[src/rtl/serdes_link_ctrl.sv]
// Serial framing / link bring-up controller: hunts for SYNC_WORD, qualifies it, locks, emits aligned words.
// Define SERDES_LINK_CTRL_ERRCNT_EN to build the saturating bad-sync counter on err_cnt.
module serdes_link_ctrl #(
  parameter int unsigned      WIDTH       = 8,
  parameter logic [WIDTH-1:0] SYNC_WORD   = 8'hA5,
  parameter int unsigned      FRAME_WORDS = 4,
  parameter int unsigned      LOCK_CNT    = 3,
  parameter int unsigned      LOSS_CNT    = 2
) (
  input  logic             clk,
  input  logic             rst,
  input  logic             en,
  input  logic             din,
  output logic             locked,
  output logic             word_valid,
  output logic [WIDTH-1:0] word,
  output logic             sof,
  output logic             scram_rst,
  output logic [7:0]       err_cnt
);
  localparam int BW = (WIDTH > 1) ? $clog2(WIDTH) : 1;
  localparam int IW = $clog2(FRAME_WORDS + 1);
  localparam int GW = $clog2(LOCK_CNT + 1);
  localparam int MW = $clog2(LOSS_CNT + 1);
  localparam logic [BW-1:0] BIT_LAST   = BW'(WIDTH - 1);
  localparam logic [IW-1:0] FRAME_LAST = IW'(FRAME_WORDS);
  localparam logic [GW-1:0] GOOD_PRE   = GW'(LOCK_CNT - 1);
  localparam logic [MW-1:0] MISS_PRE   = MW'(LOSS_CNT - 1);

  typedef enum logic [1:0] {IDLE, HUNT, CHECK, LOCKED} state_t;
  state_t state, state_nxt;

  // Only the older WIDTH-1 bits are stored; the incoming bit completes the word.
  logic [WIDTH-2:0] sr;
  logic [WIDTH-1:0] nsr;
  logic [BW-1:0]    bitcnt, bitcnt_d;
  logic [IW-1:0]    widx, widx_d;
  logic [GW-1:0]    good, good_d;
  logic [MW-1:0]    miss, miss_d;
  logic             locked_d, word_valid_d, sof_d, scram_rst_d;
  logic [WIDTH-1:0] word_d;
  logic             done, sync_slot, slot_end, match;

  assign nsr       = {sr, din};
  assign match     = (nsr == SYNC_WORD);
  assign done      = (bitcnt == BIT_LAST);
  assign sync_slot = (widx == '0);
  assign slot_end  = done && sync_slot;

  always_ff @(posedge clk)
    if (rst || !en) state <= IDLE;
    else            state <= state_nxt;

  always_comb begin
    state_nxt = state;
    case (state)
      IDLE:   state_nxt = HUNT;
      HUNT:   if (match) state_nxt = (LOCK_CNT == 1) ? LOCKED : CHECK;
      CHECK:  if (slot_end) state_nxt = !match ? HUNT : (good == GOOD_PRE) ? LOCKED : CHECK;
      LOCKED: if (slot_end && !match && miss == MISS_PRE) state_nxt = HUNT;
      default: state_nxt = IDLE;
    endcase
  end

  always_comb begin
    bitcnt_d     = done ? '0 : bitcnt + BW'(1);
    widx_d       = !done ? widx : (widx == FRAME_LAST) ? '0 : widx + IW'(1);
    good_d       = good;
    miss_d       = miss;
    locked_d     = locked;
    word_d       = word;
    word_valid_d = 1'b0;
    sof_d        = 1'b0;
    scram_rst_d  = 1'b0;
    if (!en || state == IDLE) begin
      bitcnt_d = '0;
      widx_d   = '0;
      good_d   = '0;
      miss_d   = '0;
      locked_d = 1'b0;
      word_d   = '0;
    end else begin
      case (state)
        HUNT: if (match) begin
          bitcnt_d = '0;
          widx_d   = IW'(1);
          good_d   = GW'(1);
          miss_d   = '0;
          if (LOCK_CNT == 1) begin
            locked_d    = 1'b1;
            scram_rst_d = 1'b1;
          end
        end
        CHECK: if (slot_end) begin
          if (match) begin
            good_d = good + GW'(1);
            if (good == GOOD_PRE) begin
              locked_d    = 1'b1;
              scram_rst_d = 1'b1;
            end
          end else begin
            good_d = '0;
          end
        end
        LOCKED: if (done) begin
          if (sync_slot) begin
            if (match) begin
              miss_d      = '0;
              scram_rst_d = 1'b1;
            end else if (miss == MISS_PRE) begin
              miss_d   = '0;
              good_d   = '0;
              locked_d = 1'b0;
            end else begin
              miss_d = miss + MW'(1);
            end
          end else begin
            // Data slots are never compared, so SYNC_WORD here is ordinary payload.
            word_valid_d = 1'b1;
            word_d       = nsr;
            sof_d        = (widx == IW'(1));
          end
        end
        default: ;
      endcase
    end
  end

  always_ff @(posedge clk)
    if (rst) begin
      sr         <= '0;
      bitcnt     <= '0;
      widx       <= '0;
      good       <= '0;
      miss       <= '0;
      locked     <= 1'b0;
      word_valid <= 1'b0;
      word       <= '0;
      sof        <= 1'b0;
      scram_rst  <= 1'b0;
    end else begin
      if (en) sr <= nsr[WIDTH-2:0];
      bitcnt     <= bitcnt_d;
      widx       <= widx_d;
      good       <= good_d;
      miss       <= miss_d;
      locked     <= locked_d;
      word_valid <= word_valid_d;
      word       <= word_d;
      sof        <= sof_d;
      scram_rst  <= scram_rst_d;
    end

`ifdef SERDES_LINK_CTRL_ERRCNT_EN
  // Counts bad sync slots seen while locked, including the one that drops lock; only rst clears it.
  logic err_inc;
  assign err_inc = en && (state == LOCKED) && slot_end && !match;

  always_ff @(posedge clk)
    if (rst)                               err_cnt <= '0;
    else if (err_inc && err_cnt != 8'hFF) err_cnt <= err_cnt + 8'd1;
`else
  assign err_cnt = 8'h00;
`endif
endmodule

[config.mk]
export PLATFORM = sky130hd
export DESIGN_NAME = serdes_link_ctrl
export DESIGN_NICKNAME = d
export VERILOG_FILES = /design/src/rtl/serdes_link_ctrl.sv
export SDC_FILE = /design/constraint.sdc
export NUM_CORES = 1
export LEC_CHECK = 0
export BUFFER_PORTS_ARGS = -buffer_cell sky130_fd_sc_hd__buf_2
export CAP_MARGIN = 10
export CELL_PAD_IN_SITES_DETAIL_PLACEMENT = 0
export CELL_PAD_IN_SITES_GLOBAL_PLACEMENT = 1
export CORE_MARGIN = 2
export CORE_UTILIZATION = 45
export CTS_CLUSTER_SIZE = 40
export DETAILED_ROUTE_END_ITERATION = 7
export PLACE_DENSITY = 0.82
export SETUP_SLACK_MARGIN = 0.02
export SLEW_MARGIN = 20
export SYNTH_ARGS = -nofsm -noshare
export SYNTH_HDL_FRONTEND = slang
export SYNTH_SLANG_ARGS = --single-unit
export TNS_END_PERCENT = 1
[constraint.sdc]
create_clock -name clk -period 4.7 [get_ports clk]
set_input_delay 0.47 -clock clk [delete_from_list [all_inputs] [get_ports clk]]
set_output_delay 0.47 -clock clk [all_outputs]
set_load 0.01 [all_outputs]
# Word level (Yosys, flattened, before mapping)
# Index checks and enable logic that the tools add are counted.
# totals
in_bits	4
word_cells	99
reg_bits	31
# classes
addsub	4
n_reduce_logical	20
n_eq_ne	18
bitwise_logic	3
muxes	43
# op_table
op	count
$mux 2	16
$mux 3	7
$ne 2x2->1 const B	9
$mux 1	15
$eq 8x8->1 const B	1
$pmux 2 s4	1
$reduce_and 8->1	1
$reduce_and 7->1	1
$add 3x1->3 const B	2
$eq 2x2->1 const B	3
$eq 3x3->1 const B	2
$pmux 2 s3	1
$reduce_and 3->1	2
$reduce_or 5->1	1
$add 2x1->2 const B	2
$eq 2x1->1 const B	2
$pmux 1 s2	2
$pmux 2 s2	1
$reduce_and 4->1	1
$reduce_bool 2->1	2
$reduce_or 4->1	1
$eq 3x1->1 const B	1
$logic_and 1x1->1	3
$logic_not 3->1	1
other kinds (6)	10

# Depth between registers and ports, before layout
# Gate-level depths: netlist of the first run.
# logic_depth
ltp_word	6
mapped_depth	7
depth_no_buf	6

# Worst setup path before layout of the first run
# Ideal clock, no wire load.
# synth_path
path_type	register to register
from	register bitcnt[0]
to	register good[0]
path_slack_ns	3.113
path_stages_with_launch	8
arrival_ns	1.516
setup_ns	0.072
path_buffers	1
required_ns	4.628
path_cell_list	dfxtp_1 > ha_1 > ha_1 > buf_2 > nand3b_1 > a211oi_1 > o211a_1 > mux2i_1
# synth_via
elab_chain_len	4
word_cells_on_any_way	5
# synth_rtl
item	line_no	source
start, declared	36	logic [BW-1:0] bitcnt, bitcnt_d;
start signal, assigned	143	bitcnt <= bitcnt_d;
$eq 3x3->1 *	46	assign done = (bitcnt == BIT_LAST);
$logic_and 1x1->1	48	assign slot_end = done && sync_slot;
$ne 2x2->1 (no source line)	-	
$reduce_and 7->1 (no source line) *	-	
end signal, assigned	145	good <= good_d;
end, declared	38	logic [GW-1:0] good, good_d;
# Every way passes the cells marked *; elsewhere a longest branch is shown, timed or not.
# A chain may end at the register's enable or synchronous reset.

# Final worst setup path of the first run
# layout_path
from	register widx[1]
to	register word[0]
# layout_via
elab_chain_len	3
# layout_rtl
item	line_no	source
start, declared	37	logic [IW-1:0] widx, widx_d;
start signal, assigned	144	widx <= widx_d;
$logic_not 3->1	47	assign sync_slot = (widx == '0);
$not 1->1 (no source line)	-	
$reduce_and 3->1 (no source line)	-	
end signal, assigned	149	word <= word_d;
end, declared	16	output logic [WIDTH-1:0] word,
# No other way between the ends.

==> flow_metrics.py, run 1 <==
metrics = {
    "run_status": {
        "outcome": "complete, no violations",
    },
    "clock_network": {
        "cts_hold_buf": 0,
        "htree_levels": 2,
        "cts_buffer_depth": 2,
        "clock_sinks": 31,
        "insertion_delay_ps": 330,
        "cts-buffers-inserted": 5,
        "cts_tree": "yes",
        "root_buffer": "clkbuf_4",
        "clk_pin_slew_ps": 100,
        "ctsResizeCount": 0,
        "post_cts_buffers": 0,
    },
    "timing": {
        "setup_viol": 0,
        "worst_pin_slew_ps": 1030,
        "final.min_clock_period_ps": 2010,
        "setup_tns_ps": 0,
        "final-hold-violation-count": 0,
        "clock.fmax_mhz": 498,
        "max-slew-margin-rel_pct": 31.1,
        "fin_skew_ps": 4.01,
        "finalCritPeriodShare_pct": 42.8,
        "hold_ws_ps": 394,
        "finalMaxSlewViolations": 0,
        "rsz0062_at_grt": "no",
    },
    "finish": {
        "nets": 192,
        "n_fill_cell": 324,
        "drive_above_1_share_pct": 14.6,
        "final_util_pct": 51.1,
        "area_growth_pct": 10.0,
        "num_antenna_cells": 0,
    },
    "worst_setup_path": {
        "cp.required_ps": 4900,
        "path_class": "reg2reg",
        "end_kind": "flop",
        "start_kind": "flop",
        "r2r_slack_ps": 2690,
        "crit_fanout": 10,
        "crit_arrival_ps": 2210,
    },
    "floorplanning": {
        "coreArea_um2": 3310,
        "die-area_um2": 3900,
        "start_util_pct": 46.4,
        "boundaryPins": 24,
        "fp.dieH_um": 62.4,
        "rows": 21,
        "fp.dieW_um": 62.4,
    },
    "logic_synthesis": {
        "synth_cells": 163,
        "synth_top_cells_by_area": "dfxtp_1, mux2i_1, ha_1, nor2_1, buf_4",
        "muxShareOfSynthArea_pct": 13.0,
        "synth-simple-area-share_pct": 19.6,
        "synth-xor-area-share_pct": 0,
        "synth_top_cell_by_area": "dfxtp_1",
        "synth_top_family_by_area": "simple AND/OR/NAND/NOR gates",
        "synth_most_common_cell": "dfxtp_1",
        "ys_warn_count": 0,
        "synth_compound_area_share_pct": 9.85,
        "yosys_most_used_dff": "dfxtp_1",
        "synthArstFlopShare_pct": 0,
        "synth-edff-count": 0,
        "netlist_area_um2": 1540,
        "synth.top_cell.area_share_pct": 40.4,
        "synth_commonest_cells": "dfxtp_1, mux2i_1, nor2_1",
        "synth-seq-cells": 31,
        "syn_area_per_cell_um2": 9.43,
        "yosysSeqAreaShare_pct": 40.4,
        "synth.distinct_cells": 41,
        "synth_fa_ha_area_share_pct": 8.96,
    },
    "power": {
        "ir_worst_vdd_mv": 0.160,
        "leakagePower_nw": 0.759,
        "p_per_area_nw_per_um2": 302,
    },
    "detailed_routing": {
        "drt-initial-drc-count": 40,
        "routed_wl_mm": 2.84,
        "via_count": 1150,
        "route.detailed.drc": 0,
        "drt-pass1-iter-count": 4,
        "post_drt_wl_per_cell_um": 12.7,
        "ant_nets": 0,
        "vias_per_cell": 5.13,
    },
    "global_route": {
        "grt_max_degree": 14,
        "grt_overflow": 0,
        "antenna_found_initial": 0,
        "grt_pass1_wl_mm": 4.54,
        "grt_pass1_vias": 980,
        "track_usage_pct": 14.9,
    },
    "placement": {
        "dpl.hpwl_mm": 2.13,
        "place.gp.congestion": 0.796,
        "port_buffers": 15,
    },
    "flow_run": {
        "max_cap_violations": 0,
    },
    "hold_path": {
        "hp-class": "in2reg",
    },
}
-- per-layer routing --
layer  part of all wire, %  global-route usage (%)
met1                    46                    18.0
met3                   4.6                    5.59
met2                    48                    23.7
met5                     0                       0
met4                   1.7                    6.94
-- through the flow --
step | instance area (um^2) | power (mW) | instances | setup slack [ps]
finish | 1690 | 0.511 | 224 | 2690
CTS | 1690 | 0.515 | 224 | 2700
detailed placement | 1600 | 0.296 | 216 | 2710
floorplan | 1560 | 0.296 | 170 | 3110
global placement | 1600 | 0.295 | 216 | 2760
global route | 1690 | 0.534 | 224 | 2480
-- layout by cell type, fill, tap and decap left out, types with 4 or more instances in the layout --
cell type and instances:
buf_2 15, a21oi_1 6, nor2_1 19, nand3_1 4, conb_1 8, mux2i_1 20, nand2_1 11, ha_1 11
inv_1 8, clkbuf_4 5, dfxtp_1 31
-- cell type report --
type | instances | area [um^2] | area share, %
clock buffers | 6 | 51.3 | 3.03
inverters | 8 | 30.0 | 1.78
flip-flops and latches | 31 | 621 | 36.7
multi-input cells | 116 | 821 | 48.6
well taps | 46 | 57.6 | 3.40
clock inverters | 2 | 35.0 | 2.07
repair buffers | 15 | 75.1 | 4.44
-- where the power goes --
part / leakage (nW) / switching, mW / internal [mW]
logic: 0.461 / 0.0147 / 0.00845
registers: 0.250 / 0.00225 / 0.265
clock network: 0.0482 / 0.0949 / 0.126
-- state kept, by name, indices dropped and copies added, names as in the netlist --
register / flops
word: 8
sr: 7
bitcnt: 3
widx: 3
good: 2
miss: 2
state: 2
locked: 1
scram_rst: 1
sof: 1
word_valid: 1
-- worst paths after layout --
check,from,cells past startpoint,to
setup reg to reg,widx[1],6,word[0]
setup / recovery,widx[1],6,word[0]
hold reg to reg,bitcnt[0],1,bitcnt[0]
hold / removal,rst,2,sr[6]
-- critical path: stages (launching register included) --
cell and delay [ps]:
dfxtp_1 330, inv_1 90, ha_1 260, inv_1 60, o211ai_1 810, mux2i_1 260
nor2_1 70
-- logic make-up (layout without fill, tap and decap cells) --
family	Yosys count	count (layout)
AOI/OAI and AO/OA	21	21
adders and majority gates	11	11
buffers and inverters	23	31
DFF	31	31
muxes	20	20
other	1	8
and+or+nand+nor	56	56
No activity file was read; power rests on OpenSTA's default activity.
==> run 2, diff against run 1 <==
--- a/config.mk
+++ b/config.mk
@@ -5,15 +5,16 @@
 export SDC_FILE = /design/constraint.sdc
 export NUM_CORES = 1
 export LEC_CHECK = 0
+export ABC_AREA = 1
 export BUFFER_PORTS_ARGS = -buffer_cell sky130_fd_sc_hd__buf_2
 export CAP_MARGIN = 10
 export CELL_PAD_IN_SITES_DETAIL_PLACEMENT = 0
 export CELL_PAD_IN_SITES_GLOBAL_PLACEMENT = 1
 export CORE_MARGIN = 2
-export CORE_UTILIZATION = 45
+export CORE_UTILIZATION = 36
 export CTS_CLUSTER_SIZE = 40
 export DETAILED_ROUTE_END_ITERATION = 7
-export PLACE_DENSITY = 0.82
+export PLACE_DENSITY = 0.73
 export SETUP_SLACK_MARGIN = 0.02
 export SLEW_MARGIN = 20
 export SYNTH_ARGS = -nofsm -noshare
==> constraint.sdc (replaced) <==
create_clock -name clk -period 1.8 [get_ports clk]
set_input_delay 0.18 -clock clk [delete_from_list [all_inputs] [get_ports clk]]
set_output_delay 0.18 -clock clk [all_outputs]
set_load 0.01 [all_outputs]
==> run 2 against run 1 <==
Net effect: synthesized cell count rose by 30%; maximum frequency rose by 26%; setup slack got worse by 2500 ps; clock power rose by 140%; clock skew rose by 3.7 ps; area after synthesis rose by 3.6%; utilization fell by 9.7 points; final area rose by 5.2%; combinational power rose to 5.4 times the previous value; first-iteration DRC count rose by 63%; register-to-register slack got worse by 2500 ps; count of clock-buffer cells in the layout did not move; critical path type unchanged; highest routed layer unchanged.
==> flow_metrics.py, run 2 <==
metrics = {
    "hold_path": {
        "hp-class": "in2reg",
        "whs_endpoint": "word[0]",
        "hp-start": "din",
        "holdPathStages": 3,
    },
    "logic_synthesis": {
        "synth_cells": 212,
        "synthArstFlopShare_pct": 0,
        "synth_commonest_cells": "nand2_1, dfxtp_1, nor2_1",
        "synth_most_common_cell": "nand2_1",
        "muxShareOfSynthArea_pct": 0,
        "synth_top_cell_by_area": "dfxtp_1",
        "yosysSeqAreaShare_pct": 39.0,
        "synth-seq-cells": 31,
        "yosys_most_used_dff": "dfxtp_1",
        "synth-simple-area-share_pct": 27.0,
        "synth_top_cells_by_area": "dfxtp_1, nand2_1, ha_1, nor2_1, inv_1",
        "synth-xor-area-share_pct": 0,
        "netlist_area_um2": 1590,
        "syn_area_per_cell_um2": 7.51,
        "synth_fa_ha_area_share_pct": 8.65,
        "synth_compound_area_share_pct": 11.7,
        "ys_warn_count": 0,
        "synth.distinct_cells": 32,
        "synth.top_cell.area_share_pct": 39.0,
        "synth_top_family_by_area": "simple AND/OR/NAND/NOR gates",
        "synth-edff-count": 0,
    },
    "timing": {
        "fin_skew_ps": 7.74,
        "final-hold-violation-count": 0,
        "final.min_clock_period_ps": 1600,
        "clock.fmax_mhz": 626,
        "rsz0062_at_grt": "yes",
        "finalMaxSlewViolations": 0,
        "setup_viol": 0,
        "setup_tns_ps": 0,
        "finalCritPeriodShare_pct": 88.7,
    },
    "power": {
        "leakagePower_nw": 0.808,
        "p_per_area_nw_per_um2": 767,
        "ir_worst_vdd_mv": 0.300,
    },
    "worst_setup_path": {
        "cp.required_ps": 1970,
        "crit_fanout": 15,
        "r2r-end": "miss[1]",
        "path_class": "reg2reg",
        "end_kind": "flop",
        "start_kind": "flop",
        "crit_arrival_ps": 1760,
        "worst-r2r-cell-count": 8,
        "r2r_slack_ps": 200,
        "r2r-start": "bitcnt[0]",
    },
    "floorplanning": {
        "fp.dieH_um": 70.5,
        "fp.dieW_um": 70.5,
        "start_util_pct": 37.1,
        "coreArea_um2": 4290,
        "die-area_um2": 4970,
        "boundaryPins": 24,
        "rows": 24,
    },
    "detailed_routing": {
        "routed_wl_mm": 2.98,
        "ant_nets": 0,
        "via_count": 1265,
        "route.detailed.drc": 0,
        "drt-initial-drc-count": 65,
        "drt-pass1-iter-count": 4,
        "vias_per_cell": 4.44,
        "post_drt_wl_per_cell_um": 10.4,
    },
    "clock_network": {
        "cts-buffers-inserted": 5,
        "post_cts_buffers": 0,
        "htree_levels": 2,
        "cts_hold_buf": 0,
        "cts_buffer_depth": 2,
        "clk_pin_slew_ps": 70,
        "cts_tree": "yes",
        "clock_sinks": 31,
        "root_buffer": "clkbuf_8",
        "insertion_delay_ps": 280,
    },
    "finish": {
        "drive_above_1_share_pct": 16.3,
        "final_cell_mix": "nand2_1, dfxtp_1, nor2_1",
        "nets": 247,
        "final_common_cell": "nand2_1",
        "layout.cells.non_filler": 285,
        "reg_top3": "word x8, sr x7",
        "top_register": "word",
        "largest_reg_flops": 8,
        "num_antenna_cells": 0,
        "area_growth_pct": 11.7,
    },
    "run_status": {
        "outcome": "complete, no violations",
    },
    "global_route": {
        "grt_pass1_wl_mm": 5.13,
        "grt_max_degree": 16,
        "grt_pass1_vias": 1178,
        "track_usage_pct": 13.2,
        "grt_overflow": 0,
        "antenna_found_initial": 0,
    },
    "placement": {
        "place_inst": 277,
        "dpl.hpwl_mm": 2.30,
        "port_buffers": 15,
        "place.gp.congestion": 0.798,
    },
    "flow_run": {
        "max_cap_violations": 0,
    },
}
run 2: cell types whose count changed in the layout (fill, tap and decap cells not counted), moves of 9 or more:
cell	before	now
inv_1	8	24
nor2_1	19	29
a21oi_1	6	15
mux2i_1	20	0
nand3_1	4	16
nand2_1	11	40
run 2: worst max path at each step:
| stage | start | endpoint | slack (ps) | cells past startpoint |
|---|---|---|---|---|
| after floorplan | bitcnt[0] | state[1] | 320 | 10 |
| after global placement | state[0] | bitcnt[0] | 220 | 7 |
| after global routing | widx[1] | good[0] | 6 | 12 |
| final | bitcnt[0] | miss[1] | 200 | 8 |
| after CTS | widx[0] | good[0] | 200 | 11 |
| after detailed placement | widx[0] | good[0] | 220 | 11 |
run 2: kinds of logic after synthesis:
| group | after synthesis |
|---|---|
| other | 1 |
| AO/OA/AOI/OAI | 31 |
| AND/OR/NAND/NOR | 97 |
| adder cells (fa/ha/maj) | 11 |
| flip-flops | 31 |
| buffers and inverters | 41 |
run 2: final cells by class:
cell class | count | area [um^2]
inverter | 28 | 115
tap | 52 | 65.1
sequential | 31 | 621
timing repair buffer | 19 | 105
clock buffer | 6 | 72.6
fill | 478 | 2520
clock inverter | 2 | 12.5
multi-input combinational | 147 | 787
run 2: routing by layer:
layer	part of all wire [%]	global-route usage, %	vias up	wire [um]
li1	-	-	704	-
met1	51	16.7	536	1510
met2	43	19.9	20	1290
met3	3.7	3.90	5	111
met4	2.0	7.69	0	59
met5	0	0	-	0
run 2: repair_timing:
item                                    in CTS  in global routing
endpoints found under the setup margin       0                  2
gates resized for setup                      0                  1
hold endpoints to repair                     0                  0
run 2: report_power, final:
group          leakage, nW  total, mW  switching (mW)  internal, mW
Clock               0.0412      0.525           0.255         0.270
Sequential           0.252      0.714          0.0125         0.701
Combinational        0.515      0.125          0.0809        0.0441
run 2: critical path, cell delays in order, from the launching register on:
cell and delay, ps:
dfxtp_1 330, ha_1 150, ha_1 160, buf_4 210, nor2_1 80, a21oi_2 200, nand2_1 110, o21ai_1 180
nor2_1 60
run 2: per-stage QoR:
step	worst slack [ps]	cell area (um^2)	hold slack [ps]	total power [mW]	utilization, %
2_1_floorplan	324	1620	342	0.843	-
3_3_place_gp	221	1690	420	0.855	39.3
3_5_place_dp	219	1690	425	0.854	39.3
4_1_cts	197	1770	187	1.39	41.3
5_1_grt	5.56	1780	199	1.44	41.4
6_report	204	1780	194	1.36	41.4
